<file path="config.mk">
export PLATFORM = sky130hd
export DESIGN_NAME = snake_body_engine
export DESIGN_NICKNAME = d
export VERILOG_FILES = /design/src/rtl/snake_body_engine.sv
export SDC_FILE = /design/constraint.sdc
export NUM_CORES = 2
export LEC_CHECK = 0
export BUFFER_PORTS_ARGS = -buffer_cell sky130_fd_sc_hd__buf_2
export CORE_MARGIN = 3
export CORE_UTILIZATION = 55
export CTS_CLUSTER_SIZE = 28
export DETAILED_ROUTE_END_ITERATION = 10
export GPL_ROUTABILITY_DRIVEN = 0
export GPL_TIMING_DRIVEN = 1
export PLACE_DENSITY_LB_ADDON = 0.1
export SYNTH_ARGS = -nofsm -noshare
export SYNTH_HDL_FRONTEND = slang
export SYNTH_SLANG_ARGS = --single-unit
</file>
<file path="constraint.sdc">
create_clock -name CLK -period 21.8 [get_ports CLK]
set_clock_uncertainty 0.1 [all_clocks]
set_input_delay 2.18 -clock CLK [delete_from_list [all_inputs] [get_ports CLK]]
set_output_delay 2.18 -clock CLK [all_outputs]
set_load 0.01 [all_outputs]
</file>
<file path="src/rtl/snake_body_engine.sv">
// ============================================================================
// snake_body_engine : snake segment store, mover, collision/capture detect
//                     and registered per-cell head/body hit query.
// Revision: 1.0
// ============================================================================
`default_nettype none

module snake_body_engine #(
  parameter int MAX_LEN  = 32,
  parameter int INIT_LEN = 2,
  parameter int GRID_W   = 160,
  parameter int GRID_H   = 120,
  parameter int XW       = 8,
  parameter int YW       = 7,
  parameter int START_X  = 80,
  parameter int START_Y  = 100,
  parameter int WRAP     = 1,
  parameter int LW       = 6
) (
  input  logic          CLK,
  input  logic          RESET,
  input  logic          CLEAR,
  input  logic          TICK,
  input  logic [1:0]    DIR,
  input  logic [XW-1:0] TARGET_X,
  input  logic [YW-1:0] TARGET_Y,
  input  logic [XW-1:0] QUERY_X,
  input  logic [YW-1:0] QUERY_Y,
  output logic          HIT_HEAD,
  output logic          HIT_BODY,
  output logic [XW-1:0] HEAD_X,
  output logic [YW-1:0] HEAD_Y,
  output logic [LW-1:0] LENGTH,
  output logic          TARGET_REACHED,
  output logic          COLLISION,
  output logic          FULL
);

  localparam logic [1:0]    DIR_UP    = 2'b00;
  localparam logic [1:0]    DIR_LEFT  = 2'b01;
  localparam logic [1:0]    DIR_RIGHT = 2'b10;
  localparam logic [1:0]    DIR_DOWN  = 2'b11;
  localparam logic          WRAP_EN   = (WRAP != 0);
  localparam logic [XW-1:0] X_MAX     = XW'(GRID_W - 1);
  localparam logic [YW-1:0] Y_MAX     = YW'(GRID_H - 1);
  localparam logic [XW-1:0] X_START   = XW'(START_X);
  localparam logic [YW-1:0] Y_START   = YW'(START_Y);
  localparam logic [LW-1:0] LEN_INIT  = LW'(INIT_LEN);
  localparam logic [LW-1:0] LEN_LAST  = LW'(MAX_LEN - 1);

  logic [XW-1:0] seg_x_q [MAX_LEN];
  logic [XW-1:0] seg_x_d [MAX_LEN];
  logic [YW-1:0] seg_y_q [MAX_LEN];
  logic [YW-1:0] seg_y_d [MAX_LEN];
  logic [LW-1:0] len_q, len_d;
  logic [1:0]    dir_q, dir_d;
  logic          collision_q, collision_d;
  logic          full_q, full_d;
  logic          reached_q, reached_d;
  logic          hit_head_q, hit_head_d;
  logic          hit_body_q, hit_body_d;

  logic [1:0]    dir_acc;
  logic [XW-1:0] next_x;
  logic [YW-1:0] next_y;
  logic          wall_hit;
  logic          self_hit;
  logic          eat;

  // Opposite directions are bitwise complements: 00/11 and 01/10.
  always_comb begin
    dir_acc  = (DIR == ~dir_q) ? dir_q : DIR;
    next_x   = seg_x_q[0];
    next_y   = seg_y_q[0];
    wall_hit = 1'b0;
    case (dir_acc)
      DIR_UP: begin
        if (seg_y_q[0] == '0) begin
          if (WRAP_EN) next_y = Y_MAX;
          else         wall_hit = 1'b1;
        end else next_y = seg_y_q[0] - YW'(1);
      end
      DIR_LEFT: begin
        if (seg_x_q[0] == '0) begin
          if (WRAP_EN) next_x = X_MAX;
          else         wall_hit = 1'b1;
        end else next_x = seg_x_q[0] - XW'(1);
      end
      DIR_RIGHT: begin
        if (seg_x_q[0] >= X_MAX) begin
          if (WRAP_EN) next_x = '0;
          else         wall_hit = 1'b1;
        end else next_x = seg_x_q[0] + XW'(1);
      end
      default: begin
        if (seg_y_q[0] >= Y_MAX) begin
          if (WRAP_EN) next_y = '0;
          else         wall_hit = 1'b1;
        end else next_y = seg_y_q[0] + YW'(1);
      end
    endcase
  end

  always_comb begin
    eat = !wall_hit && (next_x == TARGET_X) && (next_y == TARGET_Y) &&
          ({1'b0, TARGET_X} < (XW+1)'(GRID_W)) &&
          ({1'b0, TARGET_Y} < (YW+1)'(GRID_H));
    // The tail vacates its cell on a plain move, but stays put when eating.
    self_hit = 1'b0;
    for (int i = 0; i < MAX_LEN; i++) begin
      if (((i < int'(len_q) - 1) || (eat && (i < int'(len_q)))) &&
          (seg_x_q[i] == next_x) && (seg_y_q[i] == next_y))
        self_hit = 1'b1;
    end
  end

  always_comb begin
    for (int i = 0; i < MAX_LEN; i++) begin
      seg_x_d[i] = seg_x_q[i];
      seg_y_d[i] = seg_y_q[i];
    end
    len_d       = len_q;
    dir_d       = dir_q;
    collision_d = collision_q;
    full_d      = full_q;
    reached_d   = 1'b0;
    hit_head_d  = (QUERY_X == seg_x_q[0]) && (QUERY_Y == seg_y_q[0]);
    hit_body_d  = 1'b0;
    for (int i = 1; i < MAX_LEN; i++) begin
      if ((i < int'(len_q)) && (QUERY_X == seg_x_q[i]) && (QUERY_Y == seg_y_q[i]))
        hit_body_d = 1'b1;
    end

    if (CLEAR) begin
      for (int i = 0; i < MAX_LEN; i++) begin
        seg_x_d[i] = X_START;
        seg_y_d[i] = Y_START;
      end
      len_d       = LEN_INIT;
      dir_d       = DIR_RIGHT;
      collision_d = 1'b0;
      full_d      = 1'b0;
      hit_head_d  = 1'b0;
      hit_body_d  = 1'b0;
    end else if (TICK && !collision_q && !full_q) begin
      dir_d = dir_acc;
      if (wall_hit || self_hit) begin
        collision_d = 1'b1;
      end else begin
        for (int i = 1; i < MAX_LEN; i++) begin
          seg_x_d[i] = seg_x_q[i-1];
          seg_y_d[i] = seg_y_q[i-1];
        end
        seg_x_d[0] = next_x;
        seg_y_d[0] = next_y;
        if (eat) begin
          len_d     = len_q + LW'(1);
          reached_d = 1'b1;
          if (len_q == LEN_LAST) full_d = 1'b1;
        end
      end
    end
  end

  always_ff @(posedge CLK or posedge RESET) begin
    if (RESET) begin
      for (int i = 0; i < MAX_LEN; i++) begin
        seg_x_q[i] <= X_START;
        seg_y_q[i] <= Y_START;
      end
      len_q       <= LEN_INIT;
      dir_q       <= DIR_RIGHT;
      collision_q <= 1'b0;
      full_q      <= 1'b0;
      reached_q   <= 1'b0;
      hit_head_q  <= 1'b0;
      hit_body_q  <= 1'b0;
    end else begin
      for (int i = 0; i < MAX_LEN; i++) begin
        seg_x_q[i] <= seg_x_d[i];
        seg_y_q[i] <= seg_y_d[i];
      end
      len_q       <= len_d;
      dir_q       <= dir_d;
      collision_q <= collision_d;
      full_q      <= full_d;
      reached_q   <= reached_d;
      hit_head_q  <= hit_head_d;
      hit_body_q  <= hit_body_d;
    end
  end

  assign HIT_HEAD       = hit_head_q;
  assign HIT_BODY       = hit_body_q;
  assign HEAD_X         = seg_x_q[0];
  assign HEAD_Y         = seg_y_q[0];
  assign LENGTH         = len_q;
  assign TARGET_REACHED = reached_q;
  assign COLLISION      = collision_q;
  assign FULL           = full_q;

endmodule

`default_nettype wire

</file>
==> impl_metrics.py <==
metrics = {
    "finish": {
        "area_growth_syn_to_layout_pct": 5.30,
        "diodes": 0,
        "nets": 3614,
        "final_util": 0.590,
        "drive_gt1_frac": 0.122,
        "nFillCells": 5575,
        "stdcell_area_sq_um": 38400,
        "fin_cells": 4470,
        "regArea_sq_um": 12500,
        "multiInputGateArea_sq_um": 21900,
    },
    "timing": {
        "hold_viol": 0,
        "hold_ws_ns": 0.445,
        "setup_slack_ns": 10.86,
        "fmax_ghz": 0.0914,
        "rsz0062_at_grt": "no",
        "timing.final.crit_share": 0.502,
        "max_slew_margin": 0.0269,
        "post-route-min-period_ns": 10.94,
        "setup_violations": 0,
        "report.final.slew_viol_count": 0,
        "tightest_slew_ns": 1.46,
        "final.setup.tns_ns": 0,
    },
    "clocking": {
        "clkSlewWorstSetupHoldPaths_ns": 0.06,
        "clock-sinks": 493,
        "cts_max_path_buffers": 3,
        "cts_resized": 0,
        "cts_tree": "built",
        "cts_setup_buffers": 0,
        "cts_hold_buffers": 0,
        "cts_root_buffer": "clkbuf_16",
        "cts-htree-levels": 2,
        "clock_latency_ns": 0.64,
        "cts_buffers": 56,
    },
    "worst_setup_path": {
        "cp-end-kind": "flip-flop",
        "critPathMaxStageDelay_ns": 1.00,
        "crit_path_end": "seg_x_q[141]",
        "cp_common_cell": "buf_4",
        "crit_path_start_kind": "primary input",
        "crit_slowest_cell": "buf_4",
        "worstSetupPathType": "primary input to flip-flop",
        "arrival_ns": 11.36,
        "startpoint": "DIR[0]",
        "worstPathCellList": "buf_2, xnor2_1, mux2i_1, ha_1, nand2b_1, o221a_2, a31oi_4, buf_4, xor2_1, nor4_1, nand3_1, nor3_1, or4_4, nor4_4, and2_4, buf_12, buf_4, buf_4, mux2i_1",
        "path_max_fanout": 145,
        "r2r-start": "HEAD_X[0]",
        "rr_endpoint": "seg_x_q[141]",
        "r2r_cells": 19,
        "cp_data_required_time_ns": 22.23,
        "r2r_slack_ns": 12.01,
    },
    "synthesis": {
        "synthArstFlopShare": 1.00,
        "ys.flop_type": "dfrtp_1",
        "synthesis.area_sq_um": 36400,
        "yosys_warnings": 0,
        "synthCells": 3680,
        "synth_nets": 3727,
        "synth-seq-cells": 493,
        "avgSynthCellArea_sq_um": 9.90,
        "synth_cell_types": 104,
        "ys_seq_area_frac": 0.344,
        "synth_edf_count": 0,
    },
    "place": {
        "dp.cells": 4364,
        "pre_cts_ws_ns": 10.26,
        "port_buffers": 61,
        "place_area_sq_um": 36500,
        "place_hpwl_mm": 92.3,
    },
    "grt": {
        "grt-ovfl-total": 0,
        "grt_pass1_wl_mm": 198,
        "antenna_found_initial": 0,
        "grt_pass1_vias": 29800,
        "grt_use_total": 0.375,
        "grt_max_degree": 146,
    },
    "power_and_ir_drop": {
        "switching_power_mw": 1.05,
        "p_seq_frac": 0.331,
        "clockPowerShare": 0.341,
        "design_power_total_mw": 2.89,
        "p_int_mw": 1.84,
        "ir_worst_vdd_mv": 0.0631,
        "power_density_nw_per_um2": 75.4,
        "switching_share": 0.365,
        "p_comb_frac": 0.328,
        "leakage_nw": 16.0,
    },
    "die": {
        "ios": 62,
        "die_y_microns": 263,
        "dieArea_sq_um": 69400,
        "coreArea_sq_um": 65000,
        "start_util": 0.560,
        "die_w_microns": 263,
        "rows": 93,
    },
    "routing": {
        "remaining_drc_errors": 0,
        "first_iter_violations": 4286,
        "post_drt_via_cell_ratio": 6.68,
        "finalWirelength_mm": 133,
        "dr_total_vias": 29900,
        "wire_per_inst_microns": 29.7,
        "ant_nets": 0,
        "drtPass1Iterations": 7,
    },
    "status": {
        "status": "finished, final reports clean",
    },
    "job": {
        "maxCapViolations": 0,
    },
    "min_path": {
        "hold_path.class": "flip-flop to flip-flop",
    },
}
cells in the mapped netlist, types with 40 or more instances:
master / count / share of area
nand3_1: 57 / 0.0078
nor2_1: 227 / 0.023
dfrtp_1: 331 / 0.23
o21ai_0: 45 / 0.0062
nand2_1: 60 / 0.0062
nand2b_1: 329 / 0.056
nor3_1: 48 / 0.0066
nor4_1: 106 / 0.018
clkbuf_1: 119 / 0.012
buf_8: 40 / 0.016
dfstp_2: 162 / 0.12
xor2_1: 357 / 0.086
a21oi_1: 71 / 0.0098
mux2i_1: 480 / 0.13
nand4_1: 141 / 0.024
buf_2: 53 / 0.0073
xnor2_1: 553 / 0.13
flip-flops by register name (all words and copies together), names as in the netlist, 2 cells and up:
signal,flops
HEAD_X,8
HEAD_Y,7
LENGTH,6
dir_q,2
seg_x_q,248
seg_y_q,217
how the worst min path moves through the flow:
stage	startpoint	slack, ns	to	cells past startpoint
final	seg_y_q[6]	0.44	seg_y_q[6]	2
after global routing	seg_x_q[6]	0.48	seg_x_q[6]	2
after CTS	seg_y_q[6]	0.44	seg_y_q[6]	2
after detailed placement	seg_y_q[6]	0.43	seg_y_q[6]	2
after global placement	seg_y_q[5]	0.44	seg_y_q[5]	2
after floorplan	seg_x_q[4]	0.41	seg_x_q[4]	2
routing by layer:
metal	wire length [microns]	GRT usage	part of all wire	vias to the layer above
li1	-	-	-	12600
met5	0	0	0	-
met3	14000	0.0859	0.11	500
met2	56100	0.548	0.42	1848
met4	8460	0.201	0.064	0
met1	54200	0.515	0.41	14900
layout make-up:
cell class	count	area share
well taps	855	0.0279
clock inverters	17	0.00675
multi-input cells	2857	0.571
flip-flops and latches	493	0.327
inverters	32	0.00333
repair buffers	127	0.0218
clock buffers	89	0.0424
power groups by stage:
stage               sequential [mW]  combinational [mW]  clock (mW)
global route                  0.957               0.985        1.04
detailed placement            0.970               0.913           0
CTS                           0.955               0.918       0.997
finish                        0.957               0.948       0.987
global placement              0.969               0.902           0
floorplan                     0.949               0.681           0
worst max-delay path, delay by kind of cell:
kind / cells / cell delay, ns
AND/OR/NAND/NOR: 7 / 2.99
AO/OA/AOI/OAI: 2 / 1.02
XOR/XNOR: 2 / 0.37
adder cells (fa/ha/maj): 1 / 0.76
buffers and inverters: 5 / 3.10
multiplexers: 2 / 0.69
placed cells by master (no fill, tap or decap), drive strengths merged, types with 9 or more instances in the layout:
master | netlist | routed
xnor2 | 553 | 553
mux2i | 480 | 480
xor2 | 357 | 357
dfrtp | 331 | 331
nand2b | 329 | 329
nor2 | 230 | 230
dfstp | 162 | 162
nand4 | 142 | 142
buf | 179 | 127
nor4 | 110 | 110
clkbuf | 119 | 89
a21oi | 71 | 71
nand2 | 60 | 60
nand3 | 58 | 58
o21ai | 58 | 58
nor3 | 51 | 51
inv | 32 | 35
nor2b | 21 | 21
o2111ai | 20 | 20
a31oi | 19 | 19
and3 | 17 | 17
or4 | 17 | 17
a211oi | 17 | 17
a21o | 15 | 15
or3 | 13 | 13
a2111oi | 13 | 13
o211ai | 13 | 13
o31ai | 12 | 12
ha | 11 | 11
or2 | 10 | 10
o22ai | 9 | 9
nor4b | 9 | 9
kinds of logic (layout without fill, tap and decap cells):
logic type,Yosys count,count (layout),share of synthesized area
and+or+nand+nor,1104,1104,0.174
buffers and inverters,330,265,0.0565
adders and majority gates,12,12,0.00405
xor gates and xnor gates,910,910,0.219
DFF,493,493,0.344
AOI/OAI and AO/OA,343,343,0.0682
muxes,488,488,0.134
(Power assumes the default switching activity.)
